<file path="src/rtl/terminal_pkg.sv">
// Shared constants, FSM state type and character-to-display-code helper.
package terminal_pkg;

  localparam int unsigned CHAR_W = 7;
  localparam int unsigned CODE_W = 6;

  localparam logic [CHAR_W-1:0] ASCII_CR    = 7'h0D;
  localparam logic [CHAR_W-1:0] ASCII_SPACE = 7'h20;
  localparam logic [CHAR_W-1:0] PRINT_LO    = 7'h20;
  localparam logic [CHAR_W-1:0] PRINT_HI    = 7'h5F;
  localparam logic [CHAR_W-1:0] LOWER_LO    = 7'h60;
  localparam logic [CHAR_W-1:0] LOWER_HI    = 7'h7E;

  localparam logic [CODE_W-1:0] CODE_SPACE = CODE_W'(ASCII_SPACE);

  typedef enum logic [2:0] {
    ST_IDLE,
    ST_FETCH,
    ST_WRITE,
    ST_NEWLINE,
    ST_SCROLL_CLR,
    ST_CLEAR_ALL
  } state_e;

  // Display code is the low six ASCII bits; lower case folds onto upper case.
  function automatic logic [CODE_W-1:0] display_code(input logic [CHAR_W-1:0] ch);
    logic [CODE_W-1:0] code;
    code = ch[CODE_W-1:0];
    if (ch >= LOWER_LO) code[5] = 1'b0;
    return code;
  endfunction

endpackage

</file>
<file path="src/rtl/terminal_text_engine_if.sv">
// Character input handshake and screen RAM write port.
interface terminal_text_engine_if
  import terminal_pkg::*;
#(
  parameter int unsigned AW = 10
);
  logic [CHAR_W-1:0] rd_in;
  logic              da_in;
  logic              rda_out;
  logic              mem_we;
  logic [AW-1:0]     mem_addr;
  logic [CODE_W-1:0] mem_wdata;

  modport master (
    input  rd_in, da_in,
    output rda_out, mem_we, mem_addr, mem_wdata
  );

  modport slave (
    output rd_in, da_in,
    input  rda_out, mem_we, mem_addr, mem_wdata
  );
endinterface

</file>
<file path="src/rtl/term_char_fifo.sv">
// Small synchronous character FIFO with flush; full/empty are registered.
module term_char_fifo
  import terminal_pkg::*;
#(
  parameter int unsigned DEPTH = 4,
  parameter int unsigned W     = CHAR_W
) (
  input  logic         clk,
  input  logic         clr_n,
  input  logic         push,
  input  logic         pop,
  input  logic         flush,
  input  logic [W-1:0] din,
  output logic [W-1:0] head_c,
  output logic         full,
  output logic         empty
);

  localparam int unsigned PW = (DEPTH > 1) ? $clog2(DEPTH) : 1;
  localparam logic [PW:0] DEPTH_C = (PW+1)'(DEPTH);

  logic [W-1:0]  mem [DEPTH];
  logic [PW-1:0] wr_ptr, rd_ptr, wr_idx, wr_nxt, rd_nxt;
  logic [PW:0]   count, cnt_nxt;
  logic          do_push, do_pop;

  // Flush empties the queue but still honours a push in the same cycle.
  always_comb begin
    do_push = push && (flush || !full);
    do_pop  = pop && !empty && !flush;
    wr_idx  = flush ? '0 : wr_ptr;
    wr_nxt  = wr_idx + PW'(do_push);
    rd_nxt  = flush ? '0 : (rd_ptr + PW'(do_pop));
    cnt_nxt = flush ? '0 : count;
    if (do_push) cnt_nxt = cnt_nxt + (PW+1)'(1);
    if (do_pop)  cnt_nxt = cnt_nxt - (PW+1)'(1);
  end

  // Pointer, count and status registers.
  always_ff @(posedge clk or negedge clr_n) begin
    if (!clr_n) begin
      wr_ptr <= '0;
      rd_ptr <= '0;
      count  <= '0;
      full   <= 1'b0;
      empty  <= 1'b1;
    end else begin
      wr_ptr <= wr_nxt;
      rd_ptr <= rd_nxt;
      count  <= cnt_nxt;
      full   <= (cnt_nxt == DEPTH_C);
      empty  <= (cnt_nxt == '0);
    end
  end

  // Storage array, no reset needed.
  always_ff @(posedge clk) begin
    if (do_push) mem[wr_idx] <= din;
  end

  assign head_c = mem[rd_ptr];

endmodule

</file>
<file path="src/rtl/terminal_text_engine.sv">
// Terminal text engine: queues keyboard characters and renders them into a
// scrolling screen RAM as six-bit display codes.
module terminal_text_engine
  import terminal_pkg::*;
#(
  parameter int unsigned COLS       = 40,
  parameter int unsigned ROWS       = 24,
  parameter int unsigned FIFO_DEPTH = 4
) (
  input  logic                   clk,
  input  logic                   clr_n,
  input  logic                   clr_btn,
  terminal_text_engine_if.master bus,
  output logic [$clog2(ROWS)-1:0] row_base,
  output logic [$clog2(COLS)-1:0] cur_col,
  output logic [$clog2(ROWS)-1:0] cur_row,
  output logic                   busy,
  output logic                   ovf
);

  localparam int unsigned AW = $clog2(COLS*ROWS);
  localparam int unsigned CW = $clog2(COLS);
  localparam int unsigned RW = $clog2(ROWS);

  localparam logic [CW-1:0] COL_LAST    = CW'(COLS-1);
  localparam logic [RW-1:0] ROW_LAST    = RW'(ROWS-1);
  localparam logic [RW:0]   ROWS_EXT    = (RW+1)'(ROWS);
  localparam logic [AW-1:0] SCROLL_LAST = AW'(COLS-1);
  localparam logic [AW-1:0] CLEAR_LAST  = AW'(COLS*ROWS-1);

  state_e            state_q, state_d;
  logic [CW-1:0]     col_d;
  logic [RW-1:0]     row_d, rb_d, rb_inc, phys_row;
  logic [RW:0]       phys_sum;
  logic [AW-1:0]     idx_q, idx_d, addr_q, addr_d, cursor_addr;
  logic [CHAR_W-1:0] ch_q, ch_d;
  logic [CODE_W-1:0] wdata_q, wdata_d;
  logic              we_q, we_d, ovf_d, rda_q;

  logic [2:0]        da_sync, clr_sync;
  logic [CHAR_W-1:0] rd_s1, rd_s2;
  logic              da_evt, clr_evt;

  logic              fifo_push, fifo_pop, fifo_full, fifo_empty;
  logic [CHAR_W-1:0] fifo_head;

  // Double-flop synchronisers plus one history bit for rising-edge detect.
  always_ff @(posedge clk or negedge clr_n) begin
    if (!clr_n) begin
      da_sync  <= '0;
      clr_sync <= '0;
      rd_s1    <= '0;
      rd_s2    <= '0;
    end else begin
      da_sync  <= {da_sync[1:0], bus.da_in};
      clr_sync <= {clr_sync[1:0], clr_btn};
      rd_s1    <= bus.rd_in;
      rd_s2    <= rd_s1;
    end
  end

  assign da_evt  = da_sync[1] & ~da_sync[2];
  assign clr_evt = clr_sync[1] & ~clr_sync[2];

  term_char_fifo #(
    .DEPTH (FIFO_DEPTH),
    .W     (CHAR_W)
  ) u_fifo (
    .clk    (clk),
    .clr_n  (clr_n),
    .push   (fifo_push),
    .pop    (fifo_pop),
    .flush  (clr_evt),
    .din    (rd_s2),
    .head_c (fifo_head),
    .full   (fifo_full),
    .empty  (fifo_empty)
  );

  // Cursor to physical RAM address; the row wrap is a single compare-and-subtract.
  always_comb begin
    phys_sum    = {1'b0, row_base} + {1'b0, cur_row};
    phys_row    = (phys_sum >= ROWS_EXT) ? RW'(phys_sum - ROWS_EXT) : RW'(phys_sum);
    cursor_addr = AW'(phys_row) * AW'(COLS) + AW'(cur_col);
    rb_inc      = (row_base == ROW_LAST) ? '0 : (row_base + RW'(1));
  end

  // Next-state and next-output logic; a clear event overrides everything.
  always_comb begin
    state_d   = state_q;
    col_d     = cur_col;
    row_d     = cur_row;
    rb_d      = row_base;
    idx_d     = idx_q;
    ch_d      = ch_q;
    we_d      = 1'b0;
    addr_d    = addr_q;
    wdata_d   = wdata_q;
    fifo_pop  = 1'b0;
    fifo_push = da_evt && (!fifo_full || clr_evt);
    ovf_d     = ovf || (da_evt && fifo_full && !clr_evt);

    case (state_q)
      ST_IDLE: begin
        if (!fifo_empty) begin
          fifo_pop = 1'b1;
          ch_d     = fifo_head;
          state_d  = ST_FETCH;
        end
      end
      ST_FETCH: begin
        if (ch_q == ASCII_CR) begin
          state_d = ST_NEWLINE;
        end else if (((ch_q >= PRINT_LO) && (ch_q <= PRINT_HI)) ||
                     ((ch_q >= LOWER_LO) && (ch_q <= LOWER_HI))) begin
          we_d    = 1'b1;
          addr_d  = cursor_addr;
          wdata_d = display_code(ch_q);
          state_d = ST_WRITE;
        end else begin
          state_d = ST_IDLE;
        end
      end
      ST_WRITE: begin
        if (cur_col < COL_LAST) begin
          col_d   = cur_col + CW'(1);
          state_d = ST_IDLE;
        end else begin
          state_d = ST_NEWLINE;
        end
      end
      ST_NEWLINE: begin
        col_d = '0;
        if (cur_row < ROW_LAST) begin
          row_d   = cur_row + RW'(1);
          state_d = ST_IDLE;
        end else begin
          // The old top row becomes the new bottom row and is blanked.
          rb_d    = rb_inc;
          idx_d   = '0;
          we_d    = 1'b1;
          addr_d  = AW'(row_base) * AW'(COLS);
          wdata_d = CODE_SPACE;
          state_d = ST_SCROLL_CLR;
        end
      end
      ST_SCROLL_CLR: begin
        if (idx_q < SCROLL_LAST) begin
          idx_d  = idx_q + AW'(1);
          we_d   = 1'b1;
          addr_d = addr_q + AW'(1);
        end else begin
          state_d = ST_IDLE;
        end
      end
      ST_CLEAR_ALL: begin
        if (idx_q < CLEAR_LAST) begin
          idx_d  = idx_q + AW'(1);
          we_d   = 1'b1;
          addr_d = addr_q + AW'(1);
        end else begin
          rb_d    = '0;
          col_d   = '0;
          row_d   = '0;
          state_d = ST_IDLE;
        end
      end
      default: state_d = ST_IDLE;
    endcase

    if (clr_evt) begin
      fifo_pop = 1'b0;
      ovf_d    = 1'b0;
      idx_d    = '0;
      we_d     = 1'b1;
      addr_d   = '0;
      wdata_d  = CODE_SPACE;
      state_d  = ST_CLEAR_ALL;
    end
  end

  // State and registered outputs.
  always_ff @(posedge clk or negedge clr_n) begin
    if (!clr_n) begin
      state_q  <= ST_IDLE;
      cur_col  <= '0;
      cur_row  <= '0;
      row_base <= '0;
      idx_q    <= '0;
      ch_q     <= '0;
      we_q     <= 1'b0;
      addr_q   <= '0;
      wdata_q  <= '0;
      ovf      <= 1'b0;
      busy     <= 1'b0;
      rda_q    <= 1'b0;
    end else begin
      state_q  <= state_d;
      cur_col  <= col_d;
      cur_row  <= row_d;
      row_base <= rb_d;
      idx_q    <= idx_d;
      ch_q     <= ch_d;
      we_q     <= we_d;
      addr_q   <= addr_d;
      wdata_q  <= wdata_d;
      ovf      <= ovf_d;
      busy     <= (state_d != ST_IDLE);
      rda_q    <= ~fifo_full;
    end
  end

  assign bus.mem_we    = we_q;
  assign bus.mem_addr  = addr_q;
  assign bus.mem_wdata = wdata_q;
  assign bus.rda_out   = rda_q;

endmodule
</file>
<file path="src/flat_wrapper.sv">
// flat-port wrapper written by rule: the top's interface ports become plain ports
module terminal_text_engine_flat import terminal_pkg::*;
#(
  parameter int unsigned COLS       = 40,
  parameter int unsigned ROWS       = 24,
  parameter int unsigned FIFO_DEPTH = 4
)
  (clk, clr_n, clr_btn, row_base, cur_col, cur_row, busy, ovf, bus_rd_in, bus_da_in, bus_rda_out, bus_mem_we, bus_mem_addr, bus_mem_wdata);
  terminal_text_engine_if bus_i ();
  input  logic clk;
  input  logic clr_n;
  input  logic clr_btn;
  output logic [$clog2(ROWS)-1:0] row_base;
  output logic [$clog2(COLS)-1:0] cur_col;
  output logic [$clog2(ROWS)-1:0] cur_row;
  output logic busy;
  output logic ovf;
  input wire logic [$bits(bus_i.rd_in)-1:0] bus_rd_in;
  input wire logic [$bits(bus_i.da_in)-1:0] bus_da_in;
  output wire logic [$bits(bus_i.rda_out)-1:0] bus_rda_out;
  output wire logic [$bits(bus_i.mem_we)-1:0] bus_mem_we;
  output wire logic [$bits(bus_i.mem_addr)-1:0] bus_mem_addr;
  output wire logic [$bits(bus_i.mem_wdata)-1:0] bus_mem_wdata;
  assign bus_i.rd_in = bus_rd_in;
  assign bus_i.da_in = bus_da_in;
  assign bus_rda_out = bus_i.rda_out;
  assign bus_mem_we = bus_i.mem_we;
  assign bus_mem_addr = bus_i.mem_addr;
  assign bus_mem_wdata = bus_i.mem_wdata;
  terminal_text_engine #(.COLS(COLS), .ROWS(ROWS), .FIFO_DEPTH(FIFO_DEPTH)) u_core (.clk(clk), .clr_n(clr_n), .clr_btn(clr_btn), .bus(bus_i), .row_base(row_base), .cur_col(cur_col), .cur_row(cur_row), .busy(busy), .ovf(ovf));
endmodule
</file>
<file path="config.mk">
export PLATFORM = sky130hd
export DESIGN_NAME = terminal_text_engine_flat
export DESIGN_NICKNAME = d
export VERILOG_FILES = /design/src/rtl/terminal_pkg.sv /design/src/rtl/terminal_text_engine_if.sv /design/src/rtl/term_char_fifo.sv /design/src/rtl/terminal_text_engine.sv /design/src/flat_wrapper.sv
export SDC_FILE = /design/constraint.sdc
export NUM_CORES = 1
export LEC_CHECK = 0
export BUFFER_PORTS_ARGS = -buffer_cell sky130_fd_sc_hd__buf_2
export CAP_MARGIN = 30
export CORE_MARGIN = 2
export CORE_UTILIZATION = 60
export CTS_BUF_LIST = sky130_fd_sc_hd__clkbuf_4 sky130_fd_sc_hd__clkbuf_8
export CTS_CLUSTER_SIZE = 40
export DETAILED_ROUTE_END_ITERATION = 16
export PLACE_DENSITY = 0.8
export SLEW_MARGIN = 25
export SYNTH_ARGS = -nofsm -noshare
export SYNTH_HDL_FRONTEND = slang
export SYNTH_SLANG_ARGS = --single-unit
</file>
<file path="constraint.sdc">
create_clock -name clk -period 4.7 [get_ports clk]
set_input_delay 0.47 -clock clk [delete_from_list [all_inputs] [get_ports clk]]
set_output_delay 0.47 -clock clk [all_outputs]
set_load 0.01 [all_outputs]
</file>
==> results.cfg <==
[routing]
post-route-drc-count = 0
viasPerCell = 6.04
wl_um = 11600
met1Wirelength_um = 4940
highest_layer = met4
firstDrtPassIters = 4
final_antenna_net_count = 0
vias = 4098
wl_met2_um = 6000
met3WireLength_um = 465
wire_per_inst_um = 17.1
dr.first_iter.drc_count = 203

[global_routing]
grt_pass1_wl_um = 19300
grt_overflow = 0
grt_max_degree = 44
grt_pass1_vias = 4068
antenna_found_initial = 0
grtUsageTotal_pct = 24.6

[die]
io-pin-count = 47
die_w_um = 101
die_h_um = 101
initial_core_util_pct = 61.6
core_region_area_um2 = 9200
rows = 35
dieArea_um2 = 10200

[synthesis]
yosys-top-cells-area = dfrtp_1 37%, edfxtp_1 15%, ha_1 6.4%
synth_top_area_share_pct = 37.1
yosysMostFrequentCell = dfrtp_1
synth-seq-cells = 113
synth_fa_ha_area_share_pct = 7.82
async_reset_ff_share_pct = 75.2
syn-num-nets = 550
synthMuxAreaShare_pct = 5.26
synth_edf_count = 28
ys_types = 67
synth_largest_area_cell = dfrtp_1
synth-compound-area-share_pct = 13.2
synthSimpleGateAreaFrac_pct = 15.1
yosysWarnings = 0
synth_area_um2 = 5670
synth_top_family_by_area = simple AND/OR/NAND/NOR gates
synth_area_per_cell_um2 = 11.2
synth_ff_type = dfrtp_1
yosys-top-cells-count = 84 x dfrtp_1, 48 x nand2_1, 42 x o21ai_0, 34 x nor2_1, 29 x ha_1
syn_inst = 506
ys_seq_area_share_pct = 52.4
yosys.area_share.xor_xnor_pct = 3.55

[place]
globalplace.congestion = 0.847
placed_area_um2 = 5980
numPortBuffers = 46
dp_hpwl_um = 8160

[power]
clockPowerShare_pct = 27.0
seq_power_share_pct = 41.3
p_int_mw = 2.11
power.switching_mw = 1.30
p_per_area_nw_per_um2 = 535
comb_power_share_pct = 31.7
switching_share_pct = 38.3
p_leak_nw = 2.87
ir_drop_v = 0.000347

[finish]
num-nets-final = 599
fillers = 636
diodes = 0
area_growth_pct = 12.6
post-route-cell-area_um2 = 6380
drive_above_1_share_pct = 19.5

[timing]
tightest_slew_ps = 753
rsz0062_at_grt = no
fin_crit_sh_pct = 90.1
hold_violations = 0
skew_ps = 13.6
setup_viol = 0
slew_headroom_pct = 49.6
slew_violations = 0
finalSetupTns_ps = 0
post-route-min-period_ps = 4240
fmax_ghz = 0.236
fin_hold_ws_ps = 24.8

[status]
outcome = finished clean

[worst_setup_path]
worstSetupPathType = reg2reg
max_stage_delay_ps = 490
crit_buf_inv = 1
crit_path_cell_trace = ha_1 > fa_1 > a21o_1 > a21oi_1 > nor2_1 > a21oi_1 > o21ai_0 > o31a_1 > ha_1 > ha_1 > inv_1 > fa_1 > nand2b_1 > nor2_1 > xor2_1 > o21ai_0 > nand3_1 > xnor2_1 > a21oi_1
crit_path_max_fanout = 9
slowest_stage = dfrtp_1
crit_family = adder cells
crit_arrival_ps = 4550
startpoint_type = flip-flop
end_kind = flip-flop
crit_required_ps = 5020

[clock_network]
clk-insertion-delay-late_ps = 430
clkSlewWorstSetupHoldPaths_ps = 80
root_buffer = clkbuf_8
ctsResizeCount = 0
clock_path_buffers = 2
cts_hold_buffers = 0
post_cts_buffers = 0
cts.sinks = 113
numCtsBuffers = 17
cts_tree = built
cts.htree.levels = 4

[flow_run]
maxCapViolCount = 0

[hold_path]
min_path_type = in2async
-- metrics by stage --
stage | cells | power (mW) | worst slack [ps] | utilization, %
6_report | 679 | 3.41 | 465 | 69.4
5_1_grt | 679 | 3.63 | 164 | 69.4
4_1_cts | 679 | 3.42 | 486 | 69.4
3_5_place_dp | 647 | 2.49 | 502 | 65.0
3_3_place_gp | 646 | 2.43 | 778 | 64.8
2_1_floorplan | 506 | 2.20 | 872 | -
-- power by group through the flow --
stage / Combinational (mW) / Clock [mW] / Sequential [mW]
floorplan: 0.839 / 0 / 1.36
global placement: 1.03 / 0 / 1.40
detailed placement: 1.06 / 0 / 1.42
CTS: 1.08 / 0.936 / 1.41
global route: 1.21 / 0.981 / 1.43
finish: 1.08 / 0.919 / 1.41
-- worst register-to-register path, delay by kind of cell, from the launching register on --
family | cells | cell delay, ps
adder cells (fa/ha/maj) | 5 | 1640
AO/OA/AOI/OAI | 7 | 1080
AND/OR/NAND/NOR | 4 | 570
XOR/XNOR | 2 | 260
buffers and inverters | 1 | 90
flip-flops | 1 | 490
-- cell type report --
cell class / count / area [um^2] / area share, %
Inverter: 14 / 52.6 / 0.824
Tap cell: 111 / 139 / 2.18
Clock buffer: 17 / 234 / 3.67
Multi-Input combinational cell: 360 / 2550 / 40.0
Clock inverter: 15 / 164 / 2.57
Timing Repair Buffer: 49 / 268 / 4.20
Sequential cell: 113 / 2970 / 46.5
-- metal layers --
layer	GRT usage, %	vias up
met3	5.11	16
met4	9.56	0
met2	41.2	99
li1	-	1951
met1	31.7	2032
met5	0	-
-- path summary, 6_finish.rpt --
| check | from | end | slack, ps | cells after the start |
|---|---|---|---|---|
| worst max-delay path | u_core.row_base[0] | u_core.bus.mem_addr[9] | 460 | 19 |
| worst min-delay path | clr_n | u_core.cur_col[1] | 20 | 1 |
| worst max register to register | u_core.row_base[0] | u_core.bus.mem_addr[9] | 460 | 19 |
| worst min register to register | u_core.rd_s1[2] | u_core.rd_s2[2] | 350 | 0 |
| max in group asynchronous | clr_n | u_core.u_fifo.empty | 3990 | 2 |
| min in group clk | bus_rd_in[1] | u_core.rd_s1[1] | 140 | 1 |
-- state kept, by name, summed over array words and instances, names as in the netlist, 3 cells and up --
signal	count
u_core.bus.mem_addr	10
u_core.rd_s1	7
u_core.bus.mem_wdata	6
u_core.idx_q	10
u_core.clr_sync	3
u_core.u_fifo.count	3
u_core.u_fifo.mem	28
u_core.ch_q	7
u_core.row_base	5
u_core.cur_col	6
u_core.da_sync	3
u_core.cur_row	5
u_core.state_q	3
u_core.rd_s2	7
-- logic make-up after synthesis --
logic type               count (synthesis)
adder cells (fa/ha/maj)                 33
AND/OR/NAND/NOR                        164
multiplexers                            20
flip-flops                             113
AO/OA/AOI/OAI                          120
buffers and inverters                   33
XOR/XNOR                                23
-- cells in the final DEF, fill, tap and decap left out, types with 3 or more instances in the layout --
| cell | instances |
|---|---|
| nor4_1 | 3 |
| ha_1 | 29 |
| fa_1 | 4 |
| o21ai_0 | 42 |
| mux2_2 | 8 |
| nand3_1 | 18 |
| a21o_1 | 6 |
| nor2b_1 | 4 |
| inv_1 | 14 |
| inv_6 | 5 |
| o31ai_1 | 6 |
| nand2b_1 | 10 |
| xor2_1 | 7 |
| a211oi_1 | 3 |
| mux2i_1 | 5 |
| buf_2 | 45 |
| edfxtp_1 | 28 |
| o22ai_1 | 6 |
| nor3_1 | 5 |
| a21oi_1 | 25 |
| mux4_2 | 7 |
| clkbuf_8 | 17 |
| xnor2_1 | 16 |
| o21a_1 | 3 |
| and3_1 | 8 |
| nand4_1 | 6 |
| a31oi_1 | 5 |
| nand2_1 | 48 |
| buf_4 | 3 |
| inv_8 | 6 |
| and2_1 | 10 |
| dfrtp_1 | 84 |
| nor2_1 | 34 |
Power figures use the tool's default switching activity.
